$ cat src/rtl/snake_ctrl_param.sv
// Snake movement / collision engine on a parametrised cell grid.
// Holds the segment list, advances it on an internal move tick, applies
// growth requests, flags wall/self collisions and classifies the VGA pixel.
//
// Direction register (committed and pending):
//   state     | meaning
//   DIR_RIGHT | head advances +x (direction after init)
//   DIR_LEFT  | head advances -x
//   DIR_UP    | head advances -y
//   DIR_DOWN  | head advances +y
module snake_ctrl_param #(
  parameter int GRID_W     = 40,
  parameter int GRID_H     = 30,
  parameter int CELL_SHIFT = 4,
  parameter int MAX_LEN    = 16,
  parameter int INIT_LEN   = 3,
  parameter int TICK_DIV   = 12_500_000,
  parameter int WRAP_MODE  = 0
) (
  input  logic                           Clk_50mhz,
  input  logic                           Rst,
  input  logic                           Key_left,
  input  logic                           Key_right,
  input  logic                           Key_up,
  input  logic                           Key_down,
  input  logic [9:0]                     Pixel_x,
  input  logic [9:0]                     Pixel_y,
  input  logic [2:0]                     Game_status,
  input  logic                           Body_add_sig,
  input  logic                           Flash_sig,
  output logic [1:0]                     Object,
  output logic [5:0]                     Head_x,
  output logic [5:0]                     Head_y,
  output logic                           Hit_body_sig,
  output logic                           Hit_wall_sig,
  output logic [$clog2(MAX_LEN+1)-1:0]   Length,
  output logic                           Move_tick
);

  localparam int LW = $clog2(MAX_LEN + 1);
  localparam int CW = (TICK_DIV > 1) ? $clog2(TICK_DIV) : 1;

  typedef enum logic [1:0] {DIR_RIGHT, DIR_LEFT, DIR_UP, DIR_DOWN} dir_t;

  logic [5:0]    seg_x [MAX_LEN];
  logic [5:0]    seg_y [MAX_LEN];
  dir_t          dir_c, dir_p, dir_key, dir_ref;
  logic [CW-1:0] cnt;
  logic          grow_p;
  logic [LW-1:0] len;

  logic st_start, st_play, st_end;
  logic running, terminal, grow_ok, wall_hit, body_hit;
  logic [5:0] nx, ny;
  logic [9:0] cx, cy;
  logic head_px, body_px, wall_px, show;
  logic [1:0] obj_nxt;

  assign st_start = Game_status[0];
  assign st_play  = Game_status[1];
  assign st_end   = Game_status[2];
  assign running  = st_play && !Hit_body_sig && !Hit_wall_sig;
  assign terminal = running && (cnt == CW'(TICK_DIV - 1));
  assign grow_ok  = (grow_p || Body_add_sig) && (len < LW'(MAX_LEN));
  assign Head_x   = seg_x[0];
  assign Head_y   = seg_y[0];
  assign Length   = len;

  // Key decode; reversal is judged against the direction in force after this edge.
  always_comb begin
    dir_ref = terminal ? dir_p : dir_c;
    dir_key = dir_p;
    if (Key_right && dir_ref != DIR_LEFT)  dir_key = DIR_RIGHT;
    if (Key_left  && dir_ref != DIR_RIGHT) dir_key = DIR_LEFT;
    if (Key_down  && dir_ref != DIR_UP)    dir_key = DIR_DOWN;
    if (Key_up    && dir_ref != DIR_DOWN)  dir_key = DIR_UP;
  end

  // Candidate head cell and collision classification for the next move.
  always_comb begin
    nx = seg_x[0];
    ny = seg_y[0];
    case (dir_p)
      DIR_RIGHT: nx = (seg_x[0] == 6'(GRID_W - 1)) ? 6'd0 : seg_x[0] + 6'd1;
      DIR_LEFT:  nx = (seg_x[0] == 6'd0) ? 6'(GRID_W - 1) : seg_x[0] - 6'd1;
      DIR_UP:    ny = (seg_y[0] == 6'd0) ? 6'(GRID_H - 1) : seg_y[0] - 6'd1;
      default:   ny = (seg_y[0] == 6'(GRID_H - 1)) ? 6'd0 : seg_y[0] + 6'd1;
    endcase
    wall_hit = (WRAP_MODE == 0) &&
               (nx == 6'd0 || nx == 6'(GRID_W - 1) || ny == 6'd0 || ny == 6'(GRID_H - 1));
    body_hit = 1'b0;
    // The tail vacates its cell this move unless the snake is growing.
    for (int i = 1; i < MAX_LEN; i++) begin
      if (LW'(i) < len && (LW'(i) != len - LW'(1) || grow_ok) &&
          seg_x[i] == nx && seg_y[i] == ny)
        body_hit = 1'b1;
    end
  end

  // Pixel classification; head/body blank in END while flash is low.
  always_comb begin
    cx = Pixel_x >> CELL_SHIFT;
    cy = Pixel_y >> CELL_SHIFT;
    head_px = (cx == {4'b0, seg_x[0]}) && (cy == {4'b0, seg_y[0]});
    body_px = 1'b0;
    for (int i = 1; i < MAX_LEN; i++) begin
      if (LW'(i) < len && cx == {4'b0, seg_x[i]} && cy == {4'b0, seg_y[i]})
        body_px = 1'b1;
    end
    wall_px = (WRAP_MODE == 0) &&
              (cx == 10'd0 || cx == 10'(GRID_W - 1) || cy == 10'd0 || cy == 10'(GRID_H - 1));
    show = !(st_end && !Flash_sig);
    if (head_px && show)      obj_nxt = 2'b01;
    else if (body_px && show) obj_nxt = 2'b10;
    else if (wall_px)         obj_nxt = 2'b11;
    else                      obj_nxt = 2'b00;
  end

  // Registered pixel class, one cycle behind the scan coordinate.
  always_ff @(posedge Clk_50mhz) begin
    if (Rst) Object <= 2'b00;
    else     Object <= obj_nxt;
  end

  // Game state: init on reset/START, otherwise tick counter, moves, growth and hits.
  always_ff @(posedge Clk_50mhz) begin
    if (Rst || st_start) begin
      for (int i = 0; i < MAX_LEN; i++) begin
        seg_x[i] <= 6'((GRID_W / 2) - i);
        seg_y[i] <= 6'(GRID_H / 2);
      end
      dir_c        <= DIR_RIGHT;
      dir_p        <= DIR_RIGHT;
      cnt          <= '0;
      grow_p       <= 1'b0;
      len          <= LW'(INIT_LEN);
      Hit_body_sig <= 1'b0;
      Hit_wall_sig <= 1'b0;
      Move_tick    <= 1'b0;
    end else begin
      Move_tick <= terminal;
      dir_p     <= dir_key;
      if (running) cnt <= terminal ? '0 : cnt + CW'(1);
      if (terminal && !wall_hit && !body_hit) grow_p <= 1'b0;
      else if (Body_add_sig)                  grow_p <= 1'b1;
      if (terminal) begin
        dir_c <= dir_p;
        if (wall_hit) begin
          Hit_wall_sig <= 1'b1;
        end else if (body_hit) begin
          Hit_body_sig <= 1'b1;
        end else begin
          for (int i = 1; i < MAX_LEN; i++) begin
            seg_x[i] <= seg_x[i-1];
            seg_y[i] <= seg_y[i-1];
          end
          seg_x[0] <= nx;
          seg_y[0] <= ny;
          if (grow_ok) len <= len + LW'(1);
        end
      end
    end
  end

endmodule

$ cat config.mk
export PLATFORM = sky130hd
export DESIGN_NAME = snake_ctrl_param
export DESIGN_NICKNAME = d
export VERILOG_FILES = /design/src/rtl/snake_ctrl_param.sv
export SDC_FILE = /design/constraint.sdc
export NUM_CORES = 1
export LEC_CHECK = 0
export BUFFER_PORTS_ARGS = -buffer_cell sky130_fd_sc_hd__buf_2
export CORE_MARGIN = 1.5
export CORE_UTILIZATION = 58
export CTS_BUF_LIST = sky130_fd_sc_hd__clkbuf_4 sky130_fd_sc_hd__clkbuf_8 sky130_fd_sc_hd__clkbuf_16
export DETAILED_ROUTE_END_ITERATION = 7
export PLACE_DENSITY = 0.84
export SYNTH_ARGS = -nofsm -noshare
export SYNTH_HDL_FRONTEND = slang
export SYNTH_SLANG_ARGS = --single-unit
$ cat constraint.sdc
create_clock -name Clk_50mhz -period 6.51 [get_ports Clk_50mhz]
set_clock_uncertainty 0.2 [all_clocks]
set_input_delay 0.9765 -clock Clk_50mhz [delete_from_list [all_inputs] [get_ports Clk_50mhz]]
set_output_delay 0.9765 -clock Clk_50mhz [all_outputs]
set_load 0.05 [all_outputs]
==> flow_metrics.tcl, run 1 <==
set metrics [dict create \
    timing.hold.worst.class "reg -> reg" \
    antenna_found_initial 1 \
    critPathBufInv 3 \
    pwr-share-clk_pct 41.5 \
    ys_warn_count 0 \
    grt_max_degree 70 \
    layout_common_cells "xnor2_1, xor2_1, nor2_1" \
    portBuffers 44 \
    row_count 60 \
    r2r_start "seg_x[0][1]" \
    drc 0 \
    start_util_pct 59.3 \
    min_period_ps 5590 \
    avgSynthCellArea_sq_um 9.20 \
    cts_resized 0 \
    max_stage_delay_ps 700 \
    cp_cell_sequence "ha_1 -> nand2b_1 -> o2111ai_1 -> nand3_1 -> buf_4 -> xor2_1 -> or4b_1 -> nor4_1 -> nor4_1 -> nor4b_4 -> buf_4 -> and3_2 -> buf_12 -> and3_1" \
    dp_hpwl_mm 37.1 \
    wirelength_mm 54.0 \
    grt_pass1_vias 13800 \
    setup.worst_path.class "reg -> reg" \
    cts.sinks 231 \
    drive_above_1_share_pct 9.94 \
    fin_cells 2123 \
    p_int_w 0.00271 \
    h-tree-depth 1 \
    setup_tns_ps 0 \
    finalInstanceArea_sq_um 17500 \
    grt_util_all_layers_pct 37.7 \
    outcome "complete, no violations" \
    yosysSeqAreaShare_pct 36.2 \
    coreArea_sq_um 27100 \
    syn_area_sq_um 16100 \
    power_frac_seq_pct 43.4 \
    multi_input_area_sq_um 9580 \
    dp.cells 2075 \
    hold_end "Hit_wall_sig" \
    cts_tree "done" \
    fmax_mhz 179 \
    hp-start "Hit_wall_sig" \
    ys_types 88 \
    rsz0062_at_grt "false" \
    drt_iter0_drc 2220 \
    ioPinCount 53 \
    start_kind "flip-flop" \
    fin_nets 1776 \
    register_area_sq_um 5830 \
    cts_buffers 26 \
    crit_path_max_fanout 34 \
    overflow 0 \
    whs_path_depth 2 \
    synth_edf_count 120 \
    clk_pin_slew_ps 60 \
    rr_worst_depth 14 \
    dieArea_sq_um 28700 \
    slew_viol_final 0 \
    die_y_microns 169 \
    clk_latency_ps 550 \
    power_frac_comb_pct 15.1 \
    routedWlPerCell_microns 25.4 \
    hold_viol_final 0 \
    synth_fp_nets 1793 \
    p_leak_nw 6.01 \
    net-switching-power_w 0.00107 \
    ir_drop_uv 247 \
    max_slew.worst_pin.slew_ps 1020 \
    setup_viol 0 \
    post_cts_buffers 0 \
    place_area_sq_um 16600 \
    viasPerCell 6.81 \
    netSwitchingFraction_pct 28.2 \
    crit_family "simple AND/OR/NAND/NOR gates" \
    timing.rr.end "seg_x[9][4]" \
    ys_ff_latch 231 \
    slew_headroom_pct 31.3 \
    grt_pass1_wl_mm 82.4 \
    clockBufferDepth 3 \
    cap_violations 0 \
    synthCells 1748 \
    final_common_cell "xnor2_1" \
    power_density_nw_per_um2 216 \
    power_w 0.00378 \
    cts_hold_buf 0 \
    dr.pass1.iters 7 \
    vias 14500 \
    nFillCells 2183 \
    die_w_microns 169 \
    fin_crit_sh_pct 85.8 \
    area_growth_pct 8.90 \
    rrSetupSlack_ps 920 \
    synthArstFlopShare_pct 0 \
    critPathSlowestCell "nor4_1" \
    synth_flop_cell "edfxtp_1" \
    root_buffer "clkbuf_16" \
    cp_data_required_time_ps 6720 \
    arrival_ps 5800 \
    gp_congestion 1.03 \
    drtAntennaViolNets 0 \
    end_kind "flip-flop" \
    antenna_cells 0 \
]
[layer usage]
layer	global-route usage [%]	share of wire (%)
met3	8.42	11
met5	0	0.022
met1	48.8	38
met4	20.7	6.4
met2	58.6	44
[per-stage QoR]
step           setup WS [ps]  util, %  hold slack, ps
4_1_cts                 1230     64.6             299
5_1_grt                  792     64.6             328
3_5_place_dp            1250     61.3             285
3_3_place_gp            1290     61.3             261
6_report                 922     64.6             301
2_1_floorplan            764        -             249
[worst register-to-register path: cells and delay by family, from the launching register on]
| family | cells | cell delay (ps) |
|---|---|---|
| simple gates | 8 | 2730 |
| compound gates | 1 | 500 |
| xor+xnor | 1 | 190 |
| fa+ha+maj | 1 | 300 |
| buf+inv | 3 | 900 |
| flops | 1 | 630 |
[flip-flops by register name (all words and copies together) (netlist names)]
signal / count
Object: 2
Length: 5
Move_tick: 1
Hit_body_sig: 1
cnt: 24
seg_y: 96
dir_c: 2
seg_x: 96
grow_p: 1
dir_p: 2
Hit_wall_sig: 1
[kinds of logic (layout without fill, tap and decap cells)]
logic type,after synthesis,in the layout,share of synthesized area [%]
xor+xnor,340,340,18.5
flops,231,231,36.2
buf+inv,159,162,4.62
mux,81,81,5.08
fa+ha+maj,14,14,1.09
compound gates,212,212,9.67
simple gates,711,711,24.8
[Yosys cell counts, types with 9 or more instances]
master     instances  share of area (%)
mux2i_1           78                4.9
nand4_1           75                2.9
inv_1             19               0.44
xnor2_1          204                 11
dfxtp_1          111                 14
clkbuf_1          84                2.0
and2_1            23               0.90
xor2_1           136                7.4
nand3_1           56                1.7
a211oi_1          31                1.4
o211ai_1          10               0.47
nor2b_1           10               0.39
nor3_1            25               0.78
buf_2             30               0.93
and3_1            55                2.1
nor2_1           122                2.8
buf_6             13               0.91
or3_1             82                3.2
a2111oi_0          9               0.49
nor4_1            53                2.1
o21ai_0           39                1.2
or4_1             12               0.56
edfxtp_1         120                 22
nand2_1          119                2.8
o2111ai_1         16               0.87
buf_1             10               0.23
ha_1              14                1.1
nand4b_1           9               0.49
a21oi_1           22               0.68
[worst max-delay path by stage]
stage          cells past startpoint   startpoint           to  slack, ps
2_1_floorplan                     15  seg_x[0][0]  seg_x[0][0]        760
3_3_place_gp                      14  seg_y[0][0]  seg_x[9][4]       1290
3_5_place_dp                      14  seg_y[0][0]  seg_x[8][5]       1250
4_1_cts                           14  seg_y[0][1]  seg_y[8][4]       1230
5_1_grt                           14  seg_x[0][1]  seg_x[8][5]        790
6_report                          14  seg_x[0][1]  seg_x[9][4]        920
[area by class of cell]
class	instances	share of cell area (%)
Timing Repair Buffer	95	3.80
Tap cell	372	2.66
Clock buffer	31	4.03
Multi-Input combinational cell	1358	54.7
Sequential cell	231	33.3
Inverter	19	0.407
Clock inverter	17	1.12
[power by group through the flow]
stage,Sequential [W],Clock (W),Combinational (W)
6_report,0.00164,0.00157,0.000571
5_1_grt,0.00164,0.00163,0.000604
4_1_cts,0.00164,0.00157,0.000552
3_5_place_dp,0.00167,0,0.000548
3_3_place_gp,0.00167,0,0.000536
2_1_floorplan,0.00165,0,0.000389
(Power assumes the default switching activity.)
==> run 2, diff against run 1 <==
--- a/config.mk
+++ b/config.mk
@@ -7,10 +7,10 @@
 export LEC_CHECK = 0
 export BUFFER_PORTS_ARGS = -buffer_cell sky130_fd_sc_hd__buf_2
 export CORE_MARGIN = 1.5
-export CORE_UTILIZATION = 58
+export CORE_UTILIZATION = 60
 export CTS_BUF_LIST = sky130_fd_sc_hd__clkbuf_4 sky130_fd_sc_hd__clkbuf_8 sky130_fd_sc_hd__clkbuf_16
 export DETAILED_ROUTE_END_ITERATION = 7
-export PLACE_DENSITY = 0.84
+export PLACE_DENSITY = 0.83
 export SYNTH_ARGS = -nofsm -noshare
 export SYNTH_HDL_FRONTEND = slang
 export SYNTH_SLANG_ARGS = --single-unit
==> constraint.sdc (replaced) <==
create_clock -name Clk_50mhz -period 6.4 [get_ports Clk_50mhz]
set_clock_uncertainty 0.2 [all_clocks]
set_input_delay 0.96 -clock Clk_50mhz [delete_from_list [all_inputs] [get_ports Clk_50mhz]]
set_output_delay 0.96 -clock Clk_50mhz [all_outputs]
set_load 0.05 [all_outputs]
==> run 2 against run 1 <==
Against the previous run:
- the run now ends with DRC left
- clock power is essentially flat
- largest power group unchanged
- utilization is 1.6 points higher
- total power rose by 1.2%
- first-iteration DRC count increased by 3.2%
- routed wire length increased by 0.67%
- cell count is 2.3% lower
- sequential power about the same
- highest routed layer is now met4
- via count rose by 0.53%
==> flow_metrics.tcl, run 2 (synthesis results as in run 1) <==
set metrics [dict create \
    outcome "complete, but fails checks" \
    violations "DRC" \
    drive_above_1_share_pct 9.66 \
    area_growth_pct 7.89 \
    cts_hold_buf 0 \
    die_y_microns 167 \
    drc 2 \
    coreArea_sq_um 26200 \
    start_kind "flip-flop" \
    nFillCells 2071 \
    gp_congestion 1.02 \
    cap_violations 0 \
    p_leak_nw 5.96 \
    arrival_ps 5870 \
    grtUsageMet1_pct 50.3 \
    cts.sinks 231 \
    dr.pass1.iters 8 \
    setup.worst_path.class "reg -> reg" \
    timing.hold.worst.class "reg -> reg" \
    routedWlPerCell_microns 26.2 \
    vias 14500 \
    overflow 0 \
    crit_path_max_fanout 24 \
    grt_max_degree 80 \
    row_count 59 \
    start_util_pct 61.3 \
    slew_viol_final 0 \
    antenna_cells 0 \
    layout_common_cells "xnor2_1, xor2_1, nor2_1" \
    power_density_nw_per_um2 220 \
    crit_end "Length[4]" \
    fin_nets 1765 \
    rsz0062_at_grt "false" \
    post_cts_buffers 0 \
    rrSetupSlack_ps 780 \
    h-tree-depth 1 \
    wirelength_mm 54.3 \
    grt_util_all_layers_pct 38.4 \
    root_buffer "clkbuf_16" \
    hold_viol_final 0 \
    final_common_cell "xnor2_1" \
    holdWs_ps 280 \
    grt_util_met3_pct 8.58 \
    dieArea_sq_um 27800 \
    grt_pass1_vias 13800 \
    portBuffers 44 \
    dp_hpwl_mm 36.9 \
    r2r_start "seg_x[0][0]" \
    ioPinCount 53 \
    register_area_sq_um 5830 \
    die_w_microns 167 \
    rr_worst_depth 13 \
    cp_data_required_time_ps 6650 \
    max_slew.worst_pin.slew_ps 1130 \
    cts_resized 0 \
    gr-usage-met2_pct 59.4 \
    timing.rr.end "Length[4]" \
    grt_pass1_wl_mm 82.3 \
    cts_tree "done" \
    antenna_found_initial 0 \
    fin_crit_sh_pct 87.8 \
    end_kind "flip-flop" \
    drt_iter0_drc 2291 \
    setup_tns_ps 0 \
    startpoint "seg_x[0][0]" \
    clk_pin_slew_ps 70 \
    setup_viol 0 \
    min_period_ps 5620 \
    clk_latency_ps 560 \
    drtAntennaViolNets 0 \
    cts_buffers 26 \
    top_usage_layer "met2" \
    ir_drop_uv 236 \
    top_regs "seg_x (96), seg_y (96), cnt (24)" \
    slew_headroom_pct 24.1 \
    fmax_mhz 178 \
    multi_input_area_sq_um 9580 \
    clockBufferDepth 3 \
    viasPerCell 7.00 \
]
==> run 2: cell count changes in the layout (fill, tap and decap cells not counted), sizes merged <==
cell / previous run / this run
buf: 95 / 84
bufinv: 4 / 2
clkbuf: 31 / 38
clkinv: 9 / 4
clkinvlp: 3 / 2
inv: 20 / 21
==> run 2: final cells by class <==
type	count	area share, %
repair buffers	84	3.22
multi-input cells	1358	55.2
clock buffers	38	4.52
clock inverters	10	0.642
well taps	335	2.42
inverters	19	0.411
flip-flops and latches	231	33.6
==> run 2: metal layers <==
layer | vias up | share of wire, %
li1 | 6310 | -
met1 | 6923 | 38
met2 | 1030 | 43
met3 | 270 | 12
met4 | 0 | 6.4
met5 | - | 0
==> run 2: worst min path at each step <==
stage / from / end / slack (ps) / cells after the start
after floorplan: cnt[1] / cnt[1] / 250 / 2
after global placement: cnt[1] / cnt[1] / 260 / 2
after detailed placement: cnt[1] / cnt[1] / 270 / 2
after CTS: cnt[1] / cnt[1] / 280 / 2
after global routing: cnt[1] / cnt[1] / 310 / 2
final: cnt[1] / cnt[1] / 280 / 2
==> run 2: through the flow <==
step / util (%) / cell area [sq um] / cells / worst slack [ps] / total power (W)
after global routing: 66.2 / 17300 / 2075 / 446 / 0.00390
after detailed placement: 62.8 / 16400 / 2027 / 934 / 0.00225
after global placement: 62.8 / 16400 / 2027 / 1020 / 0.00224
after CTS: 66.2 / 17300 / 2075 / 885 / 0.00380
final: 66.2 / 17300 / 2075 / 782 / 0.00382
after floorplan: - / 16100 / 1748 / 654 / 0.00208
==> run 2: power breakdown <==
group          internal (W)  leakage (nW)  total [W]  switching (W)
Clock              0.000931         0.447    0.00158       0.000646
Combinational      0.000207          3.43   0.000579       0.000371
Sequential          0.00160          2.08    0.00167      0.0000698
Total               0.00274          5.96    0.00382        0.00109
==> run 2: critical path, stage by stage, from the launching register on <==
cell and delay [ps]:
edfxtp_1 580, inv_1 210, ha_1 190, nor2b_1 280, a211oi_1 140, nand3b_1 830
buf_4 510, xor2_1 170, o2111ai_1 110, nor4_1 130, nor4_1 320, nor4b_4 500
nand3_2 770, o41ai_1 550
